--- src/rtl/nbadr_sched_if.sv ---
// Bundle of request, select and status signals between the L1A/readout control,
// the write-port scheduler and the next-block allocator.
interface nbadr_sched_if #(
  parameter int CYC_W = 8
);
  logic             LCT_REQ;
  logic             NL1A_REQ;
  logic [3:0]       NL1A_IN;
  logic             YL1A_REQ;
  logic [3:0]       YL1A_IN;
  logic             FB_REQ;
  logic [3:0]       FB_IN;
  logic             SCAFULL;
  logic             PATHASEL;
  logic             PATHBSEL;
  logic             PATHCSEL;
  logic             PATHDSEL;
  logic             NBSEL;
  logic             WRENA;
  logic [3:0]       NL1A_ADR;
  logic [3:0]       YL1A_ADR;
  logic [3:0]       FB_ADR;
  logic             NL1A_BUSY;
  logic             YL1A_BUSY;
  logic             FB_BUSY;
  logic             LCT_DROP;
  logic [2:0]       OVFL;
  logic [CYC_W-1:0] GRANT_CNT;

  modport master (
    output LCT_REQ, NL1A_REQ, NL1A_IN, YL1A_REQ, YL1A_IN, FB_REQ, FB_IN, SCAFULL,
    input  PATHASEL, PATHBSEL, PATHCSEL, PATHDSEL, NBSEL, WRENA,
           NL1A_ADR, YL1A_ADR, FB_ADR, NL1A_BUSY, YL1A_BUSY, FB_BUSY,
           LCT_DROP, OVFL, GRANT_CNT
  );

  modport slave (
    input  LCT_REQ, NL1A_REQ, NL1A_IN, YL1A_REQ, YL1A_IN, FB_REQ, FB_IN, SCAFULL,
    output PATHASEL, PATHBSEL, PATHCSEL, PATHDSEL, NBSEL, WRENA,
           NL1A_ADR, YL1A_ADR, FB_ADR, NL1A_BUSY, YL1A_BUSY, FB_BUSY,
           LCT_DROP, OVFL, GRANT_CNT
  );
endinterface

--- src/rtl/nbadr_sched.sv ---
// Shares the single next-block memory write port between LCT allocation, no-L1A
// release, yes-L1A mark and readout free-block, one 3-cycle write at a time.
module nbadr_sched #(
  parameter int CYC_W = 8
) (
  input logic         CLK,
  input logic         RST_N,
  nbadr_sched_if.slave bus
);
  typedef enum logic [1:0] {IDLE, SETUP, WRITE, RECOVER} state_t;
  typedef enum logic [1:0] {P_LCT, P_NL1A, P_YL1A, P_FB} path_t;

  state_t           state_q, state_d;
  path_t            grant_q, grant_d;
  logic [1:0]       rr_last_q, rr_last_d;
  logic             lct_pend_q, lct_pend_d;
  logic             lct_drop_q, lct_drop_d;
  logic [2:0]       busy_q, busy_d;
  logic [2:0][3:0]  adr_q, adr_d;
  logic [2:0]       ovfl_q, ovfl_d;
  logic [CYC_W-1:0] cnt_q, cnt_d;

  logic [2:0]       req;
  logic [2:0][3:0]  req_in;
  logic [2:0]       clr;
  logic             clr_lct;
  logic [1:0]       cand1, cand2;
  logic             sel_active;

  // Holding-register index 0/1/2 = NL1A/YL1A/FB, matching the OVFL bit order.
  assign req    = {bus.FB_REQ, bus.YL1A_REQ, bus.NL1A_REQ};
  assign req_in = {bus.FB_IN, bus.YL1A_IN, bus.NL1A_IN};

  function automatic logic [1:0] rr_next(input logic [1:0] idx);
    return (idx == 2'd2) ? 2'd0 : idx + 2'd1;
  endfunction

  assign cand1 = rr_next(rr_last_q);
  assign cand2 = rr_next(cand1);

  always_comb begin
    state_d    = state_q;
    grant_d    = grant_q;
    rr_last_d  = rr_last_q;
    lct_pend_d = lct_pend_q;
    lct_drop_d = 1'b0;
    busy_d     = busy_q;
    adr_d      = adr_q;
    ovfl_d     = ovfl_q;
    cnt_d      = cnt_q;
    clr        = '0;
    clr_lct    = 1'b0;

    unique case (state_q)
      IDLE: begin
        if (lct_pend_q) begin
          if (bus.SCAFULL) begin
            clr_lct    = 1'b1;
            lct_drop_d = 1'b1;
          end else begin
            grant_d = P_LCT;
            state_d = SETUP;
          end
        end else if (busy_q[cand1]) begin
          grant_d   = path_t'(cand1 + 2'd1);
          rr_last_d = cand1;
          state_d   = SETUP;
        end else if (busy_q[cand2]) begin
          grant_d   = path_t'(cand2 + 2'd1);
          rr_last_d = cand2;
          state_d   = SETUP;
        end else if (busy_q[rr_last_q]) begin
          grant_d = path_t'(rr_last_q + 2'd1);
          state_d = SETUP;
        end
      end
      SETUP: state_d = WRITE;
      WRITE: begin
        state_d = RECOVER;
        cnt_d   = cnt_q + 1'b1;
        unique case (grant_q)
          P_LCT:  clr_lct = 1'b1;
          P_NL1A: clr[0]  = 1'b1;
          P_YL1A: clr[1]  = 1'b1;
          P_FB:   clr[2]  = 1'b1;
        endcase
      end
      RECOVER: state_d = IDLE;
    endcase

    // A register being released this cycle is free for a new request.
    for (int i = 0; i < 3; i++) begin
      if (clr[i]) busy_d[i] = 1'b0;
      if (req[i]) begin
        if (busy_q[i] && !clr[i]) begin
          ovfl_d[i] = 1'b1;
        end else begin
          adr_d[i]  = req_in[i];
          busy_d[i] = 1'b1;
        end
      end
    end

    if (clr_lct) lct_pend_d = 1'b0;
    if (bus.LCT_REQ) begin
      if (lct_pend_q && !clr_lct) lct_drop_d = 1'b1;
      else                        lct_pend_d = 1'b1;
    end
  end

  always_ff @(posedge CLK or negedge RST_N) begin
    if (!RST_N) begin
      state_q    <= IDLE;
      grant_q    <= P_LCT;
      rr_last_q  <= 2'd2;
      lct_pend_q <= 1'b0;
      lct_drop_q <= 1'b0;
      busy_q     <= '0;
      adr_q      <= '0;
      ovfl_q     <= '0;
      cnt_q      <= '0;
    end else begin
      state_q    <= state_d;
      grant_q    <= grant_d;
      rr_last_q  <= rr_last_d;
      lct_pend_q <= lct_pend_d;
      lct_drop_q <= lct_drop_d;
      busy_q     <= busy_d;
      adr_q      <= adr_d;
      ovfl_q     <= ovfl_d;
      cnt_q      <= cnt_d;
    end
  end

  // Selects decode straight from state so an async reset drops them at once.
  assign sel_active    = (state_q == SETUP) || (state_q == WRITE);
  assign bus.PATHASEL  = sel_active && (grant_q == P_LCT);
  assign bus.PATHBSEL  = sel_active && (grant_q == P_NL1A);
  assign bus.PATHCSEL  = sel_active && (grant_q == P_YL1A);
  assign bus.PATHDSEL  = sel_active && (grant_q == P_FB);
  assign bus.NBSEL     = bus.PATHASEL;
  assign bus.WRENA     = (state_q == WRITE);
  assign bus.NL1A_ADR  = adr_q[0];
  assign bus.YL1A_ADR  = adr_q[1];
  assign bus.FB_ADR    = adr_q[2];
  assign bus.NL1A_BUSY = busy_q[0];
  assign bus.YL1A_BUSY = busy_q[1];
  assign bus.FB_BUSY   = busy_q[2];
  assign bus.LCT_DROP  = lct_drop_q;
  assign bus.OVFL      = ovfl_q;
  assign bus.GRANT_CNT = cnt_q;
endmodule

--- src/flat_wrapper.sv ---
// flat-port wrapper written by rule: the top's interface ports become plain ports
module nbadr_sched_flat 
#(
  parameter int CYC_W = 8
)
  (CLK, RST_N, bus_LCT_REQ, bus_NL1A_REQ, bus_NL1A_IN, bus_YL1A_REQ, bus_YL1A_IN, bus_FB_REQ, bus_FB_IN, bus_SCAFULL, bus_PATHASEL, bus_PATHBSEL, bus_PATHCSEL, bus_PATHDSEL, bus_NBSEL, bus_WRENA, bus_NL1A_ADR, bus_YL1A_ADR, bus_FB_ADR, bus_NL1A_BUSY, bus_YL1A_BUSY, bus_FB_BUSY, bus_LCT_DROP, bus_OVFL, bus_GRANT_CNT);
  nbadr_sched_if #(.CYC_W(CYC_W)) bus_i ();
  input logic CLK;
  input logic RST_N;
  input wire logic [$bits(bus_i.LCT_REQ)-1:0] bus_LCT_REQ;
  input wire logic [$bits(bus_i.NL1A_REQ)-1:0] bus_NL1A_REQ;
  input wire logic [$bits(bus_i.NL1A_IN)-1:0] bus_NL1A_IN;
  input wire logic [$bits(bus_i.YL1A_REQ)-1:0] bus_YL1A_REQ;
  input wire logic [$bits(bus_i.YL1A_IN)-1:0] bus_YL1A_IN;
  input wire logic [$bits(bus_i.FB_REQ)-1:0] bus_FB_REQ;
  input wire logic [$bits(bus_i.FB_IN)-1:0] bus_FB_IN;
  input wire logic [$bits(bus_i.SCAFULL)-1:0] bus_SCAFULL;
  output wire logic [$bits(bus_i.PATHASEL)-1:0] bus_PATHASEL;
  output wire logic [$bits(bus_i.PATHBSEL)-1:0] bus_PATHBSEL;
  output wire logic [$bits(bus_i.PATHCSEL)-1:0] bus_PATHCSEL;
  output wire logic [$bits(bus_i.PATHDSEL)-1:0] bus_PATHDSEL;
  output wire logic [$bits(bus_i.NBSEL)-1:0] bus_NBSEL;
  output wire logic [$bits(bus_i.WRENA)-1:0] bus_WRENA;
  output wire logic [$bits(bus_i.NL1A_ADR)-1:0] bus_NL1A_ADR;
  output wire logic [$bits(bus_i.YL1A_ADR)-1:0] bus_YL1A_ADR;
  output wire logic [$bits(bus_i.FB_ADR)-1:0] bus_FB_ADR;
  output wire logic [$bits(bus_i.NL1A_BUSY)-1:0] bus_NL1A_BUSY;
  output wire logic [$bits(bus_i.YL1A_BUSY)-1:0] bus_YL1A_BUSY;
  output wire logic [$bits(bus_i.FB_BUSY)-1:0] bus_FB_BUSY;
  output wire logic [$bits(bus_i.LCT_DROP)-1:0] bus_LCT_DROP;
  output wire logic [$bits(bus_i.OVFL)-1:0] bus_OVFL;
  output wire logic [$bits(bus_i.GRANT_CNT)-1:0] bus_GRANT_CNT;
  assign bus_i.LCT_REQ = bus_LCT_REQ;
  assign bus_i.NL1A_REQ = bus_NL1A_REQ;
  assign bus_i.NL1A_IN = bus_NL1A_IN;
  assign bus_i.YL1A_REQ = bus_YL1A_REQ;
  assign bus_i.YL1A_IN = bus_YL1A_IN;
  assign bus_i.FB_REQ = bus_FB_REQ;
  assign bus_i.FB_IN = bus_FB_IN;
  assign bus_i.SCAFULL = bus_SCAFULL;
  assign bus_PATHASEL = bus_i.PATHASEL;
  assign bus_PATHBSEL = bus_i.PATHBSEL;
  assign bus_PATHCSEL = bus_i.PATHCSEL;
  assign bus_PATHDSEL = bus_i.PATHDSEL;
  assign bus_NBSEL = bus_i.NBSEL;
  assign bus_WRENA = bus_i.WRENA;
  assign bus_NL1A_ADR = bus_i.NL1A_ADR;
  assign bus_YL1A_ADR = bus_i.YL1A_ADR;
  assign bus_FB_ADR = bus_i.FB_ADR;
  assign bus_NL1A_BUSY = bus_i.NL1A_BUSY;
  assign bus_YL1A_BUSY = bus_i.YL1A_BUSY;
  assign bus_FB_BUSY = bus_i.FB_BUSY;
  assign bus_LCT_DROP = bus_i.LCT_DROP;
  assign bus_OVFL = bus_i.OVFL;
  assign bus_GRANT_CNT = bus_i.GRANT_CNT;
  nbadr_sched #(.CYC_W(CYC_W)) u_core (.CLK(CLK), .RST_N(RST_N), .bus(bus_i));
endmodule
--- config.mk ---
export PLATFORM = sky130hd
export DESIGN_NAME = nbadr_sched_flat
export DESIGN_NICKNAME = d
export VERILOG_FILES = /design/src/rtl/nbadr_sched_if.sv /design/src/rtl/nbadr_sched.sv /design/src/flat_wrapper.sv
export SDC_FILE = /design/constraint.sdc
export NUM_CORES = 1
export LEC_CHECK = 0
export ABC_AREA = 1
export BUFFER_PORTS_ARGS = -buffer_cell sky130_fd_sc_hd__buf_2
export CAP_MARGIN = 20
export CORE_MARGIN = 4
export CORE_UTILIZATION = 55
export CTS_CLUSTER_DIAMETER = 40
export DETAILED_ROUTE_END_ITERATION = 7
export PLACE_DENSITY = 0.84
export SLEW_MARGIN = 20
export SYNTH_ARGS = -nofsm -noshare
export SYNTH_HDL_FRONTEND = slang
export SYNTH_SLANG_ARGS = --single-unit
--- constraint.sdc ---
create_clock -name CLK -period 3.3 [get_ports CLK]
set_input_delay 0.825 -clock CLK [delete_from_list [all_inputs] [get_ports CLK]]
set_output_delay 0.825 -clock CLK [all_outputs]
set_load 0.005 [all_outputs]
; Word-level counts from Yosys, hierarchy flattened
; Index checks and enable logic that the tools add are counted.
[totals]
ff_bits = 34
wordCells = 105
input_bits = 19
out_inout_bits = 33
[op_classes]
order_cmp = 3
n_mux = 44
eq_ne = 11
bitwise = 4
reduce_logical = 26
n_addsub = 4
[op_table]
columns = op, n
row1 = 2-bit 2-to-1 mux, 14
row2 = 1-bit 2-to-1 mux, 24
row3 = 2-bit AND reduction, 7
row4 = "2-bit equality test, second input constant", 6
row5 = "2-bit by 3-bit less-than comparator with 1-bit output, second input constant", 3
row6 = "8-bit by 1-bit adder with 8-bit output, second input constant", 1
row7 = 1-bit logical AND, 8
row8 = 2-bit one-hot mux with 4 select lines, 1
row9 = "2-bit by 1-bit adder with 2-bit output, second input constant", 3
row10 = 1-bit binary-select mux with 2-bit select, 3
row11 = 3-bit AND reduction, 2
row12 = "5-bit by 1-bit inequality test with 1-bit output, second input constant", 1
row13 = "2-bit by 1-bit equality test with 1-bit output, second input constant", 2
row14 = 1-bit zero test, 4
row15 = 2-bit zero test, 2
row16 = 1-bit inverter, 4
row17 = 4-bit nonzero test, 1
row18 = 3-bit 2-to-1 mux, 1
row19 = "3-bit inequality test, second input constant", 1
row20 = "2-bit inequality test, second input constant", 1
row21 = 1-bit one-hot mux with 2 select lines, 1
row22 = 2-bit nonzero test, 1
row23 = 1-bit logical OR, 1

; Longest topological paths before layout
[logic_depth]
word_depth = 10
depth_mapped = 11
depth_no_buf = 11

; Least setup slack after synthesis
; Ideal clock, no wire load.
[synth_path]
path_type = reg-to-output
startpoint = reg u_core.state_q[1]
endpoint = out bus_PATHASEL
n_path_buf = 1
arrival_time_ns = 1.100
required_ns = 2.475
path_stages_with_launch = 6
slack_ns = 1.375
cell_sequence = dfrtp_1 > inv_1 > ha_1 > inv_1 > nor3_1 > buf_4
[synth_between]
elab_chain_cells = 3
[synth_lines]
columns = element, line
row1 = "start, declared", nbadr_sched.sv:13  ; state_t state_q, state_d;
row2 = "start signal, assigned", nbadr_sched.sv:123  ; state_q <= state_d;
row3 = 2-bit by 1-bit equality test with 1-bit output / 2-bit equality test (equally long branches), nbadr_sched.sv:136  ; assign sel_active = (state_q == SETUP) || (state_q == WRITE);
row4 = 1-bit logical OR (*), nbadr_sched.sv:136
row5 = 1-bit logical AND (*), nbadr_sched.sv:137  ; assign bus.PATHASEL = sel_active && (grant_q == P_LCT);
row6 = "end, declared", flat_wrapper.sv:18  ; output wire logic [$bits(bus_i.PATHASEL)-1:0] bus_PATHASEL;
; Every way passes the cells marked *; elsewhere a longest branch is shown, timed or not.

; Worst setup path in the final report
[layout_path]
startpoint = reg u_core.state_q[0]
endpoint = out bus_NBSEL
[layout_between]
elab_chain_cells = 3
[layout_lines]
columns = element, line
row1 = 2-bit by 1-bit equality test with 1-bit output / 2-bit equality test (equally long branches), nbadr_sched.sv:136
row2 = 1-bit logical OR (*), nbadr_sched.sv:136
row3 = 1-bit logical AND (*), nbadr_sched.sv:137
row4 = "end, declared", flat_wrapper.sv:22  ; output wire logic [$bits(bus_i.NBSEL)-1:0] bus_NBSEL;
; Marks and branches as above.

==> flow_metrics.env <==
export IMPL_status="complete, no violations"
export IMPL_fin_crit_ns=2.38
export IMPL_start_util=0.574
export IMPL_setup_worst_path_start_class="flip-flop"
export IMPL_ys_ff_latch=34
export IMPL_clock_skew_ns=0.00434
export IMPL_crit_arrival_ns=1.55
export IMPL_grtUsageTotal=0.195
export IMPL_yosysTopAreaCellShare=0.476
export IMPL_n_fill_cell=262
export IMPL_leakage_nw=1.11
export IMPL_clk_pin_slew_ns=0.09
export IMPL_power_frac_seq=0.381
export IMPL_antenna_cells=0
export IMPL_clkSinkCount=34
export IMPL_tightestPinTransition_ns=0.713
export IMPL_max_freq_mhz=421
export IMPL_cp_end_kind="output pin"
export IMPL_dieWidth_um=64.2
export IMPL_p_clk_frac=0.112
export IMPL_hold_buffers=0
export IMPL_htreeDepth=2
export IMPL_clockBufferDepth=2
export IMPL_synth_edf_count=0
export IMPL_cts_buffers=5
export IMPL_cts_tree="done"
export IMPL_drive_gt1_frac=0.320
export IMPL_hold_viol=0
export IMPL_power_density_nw_per_um2=856
export IMPL_grt_start_max_net_pins=35
export IMPL_ys_seq_area_frac=0.491
export IMPL_dp_hpwl_um=2740
export IMPL_min_path_type="reg -> reg"
export IMPL_drcViolationCount=0
export IMPL_netlist_area_um2=1740
export IMPL_ys_top_cells_by_count="nand2_1, dfrtp_1, nand3_1"
export IMPL_p_switching_w=0.000745
export IMPL_grt_overflow=0
export IMPL_power_w=0.00178
export IMPL_dp_cells=281
export IMPL_die_area_um2=4120
export IMPL_whs_ns=0.462
export IMPL_finalCritPeriodShare=0.720
export IMPL_port_buffers=51
export IMPL_p_comb_frac=0.507
export IMPL_utilization=0.688
export IMPL_synthTopCellsByArea="dfrtp_1, nand2_1, nand3_1"
export IMPL_core_area_um2=3030
export IMPL_post_cts_buffers=0
export IMPL_detail_route_antenna_nets=0
export IMPL_synth_cells=187
export IMPL_drv_cap=0
export IMPL_postSynthAreaPerCell_um2=9.29
export IMPL_ys_types=28
export IMPL_die_y_um=64.2
export IMPL_crit_fanout=4
export IMPL_synth_top_area_cell="dfrtp_1"
export IMPL_grt_first_pass_wirelength_um=6290
export IMPL_grt_antenna_before_repair=0
export IMPL_fin_nets=270
export IMPL_rsz0062_at_grt="false"
export IMPL_synthArstFlopShare=1.00
export IMPL_post_cts_resized=0
export IMPL_insertion_delay_ns=0.32
export IMPL_yosysWarnings=0
export IMPL_io_pins=52
export IMPL_syn_to_final_growth_pct=20.0
export IMPL_grt_pass1_vias=1409
export IMPL_viasPerCell=4.94
export IMPL_required_ns=2.47
export IMPL_vias=1424
export IMPL_drt_iter0_drc=86
export IMPL_rows=20
export IMPL_synth_ff_type="dfrtp_1"
export IMPL_setup_viol=0
export IMPL_relSlewSlack=0.525
export IMPL_p_int_w=0.00104
export IMPL_synth_most_common_cell="nand2_1"
export IMPL_post_drt_wl_per_cell_um=12.1
export IMPL_setup_tns_ns=0
export IMPL_path_class="reg -> out"
export IMPL_vdd_drop_max_mv=0.472
export IMPL_root_buffer="clkbuf_4"
export IMPL_dr_pass1_iters=4
export IMPL_layout_cells_non_filler=288
export IMPL_swShare=0.418
export IMPL_routed_wl_um=3490
export IMPL_slew_viol_final=0
export IMPL_synthesis_nets=213
export IMPL_gp_congestion=0.834
-- per-stage QoR --
stage	cell area, um2	worst slack (ns)
finish	2080	0.923
global route	2080	0.812
CTS	2080	0.908
detailed placement	2040	1.28
global placement	2040	1.34
floorplan	1740	1.37
-- layer usage --
| metal | up-vias | share of wire | global-route usage |
|---|---|---|---|
| met5 | - | 0 | 0 |
| met4 | 0 | 0.015 | 0.0712 |
| met3 | 7 | 0.057 | 0.0387 |
| met2 | 47 | 0.48 | 0.311 |
| met1 | 647 | 0.45 | 0.266 |
| li1 | 723 | - | - |
-- critical path, stage by stage (launching register included) --
cell and delay [ns]:
dfrtp_1 0.36, inv_1 0.06, ha_1 0.29, inv_1 0.08, nor3_1 0.25, buf_2 0.18
-- logic make-up after synthesis --
logic type               synth area share
AO/OA/AOI/OAI                      0.0627
XOR/XNOR                           0.0353
flip-flops                          0.491
multiplexers                       0.0692
AND/OR/NAND/NOR                     0.240
buffers and inverters              0.0519
adder cells (fa/ha/maj)            0.0504
-- final cells by class --
cell class                 instances  area, um2  share of cell area
clock buffer                       7       45.0              0.0216
timing repair buffer              51        255               0.122
tap                               44       55.1              0.0264
inverter                          22       82.6              0.0396
multi-input combinational        130        795               0.381
sequential                        34        852               0.409
-- cell usage in the layout, fill, tap and decap left out, drive strengths merged, types with 2 or more instances in the layout --
cell type  instances
nand4              3
o21ai              7
a21oi              2
nand2             48
a21o               3
buf               51
mux2               8
xor2               4
or2                4
dfrtp             33
nor2              10
clkbuf             7
nand3             27
xnor2              3
ha                 7
inv               22
-- state kept, by name (all words and copies together), names as in the netlist --
signal                flops
u_core.bus.GRANT_CNT      8
u_core.busy_q             3
u_core.bus.YL1A_ADR       4
u_core.bus.FB_ADR         4
u_core.grant_q            2
u_core.state_q            2
u_core.lct_pend_q         1
u_core.rr_last_q          2
u_core.bus.OVFL           3
u_core.bus.NL1A_ADR       4
u_core.bus.LCT_DROP       1
-- power by group through the flow --
stage / combinational, W / sequential (W) / clock (W)
3_5_place_dp: 0.000907 / 0.000682 / 0
3_3_place_gp: 0.000885 / 0.000679 / 0
2_1_floorplan: 0.000622 / 0.000682 / 0
6_report: 0.000904 / 0.000680 / 0.000199
4_1_cts: 0.000910 / 0.000679 / 0.000208
5_1_grt: 0.00103 / 0.000704 / 0.000226
-- path summary, 6_finish.rpt --
kind,startpoint,to,slack (ns),cells after the start
hold / removal,u_core.bus.OVFL[0],u_core.bus.OVFL[0],0.46,1
min in group asynchronous,RST_N,u_core.bus.FB_ADR[2],0.55,1
setup reg to reg,u_core.rr_last_q[1],u_core.grant_q[1],1.46,11
max in group asynchronous,RST_N,u_core.busy_q[2],2.30,1
hold reg to reg,u_core.bus.OVFL[0],u_core.bus.OVFL[0],0.46,1
setup / recovery,u_core.state_q[0],bus_NBSEL,0.92,5
Power figures use the tool's default switching activity.
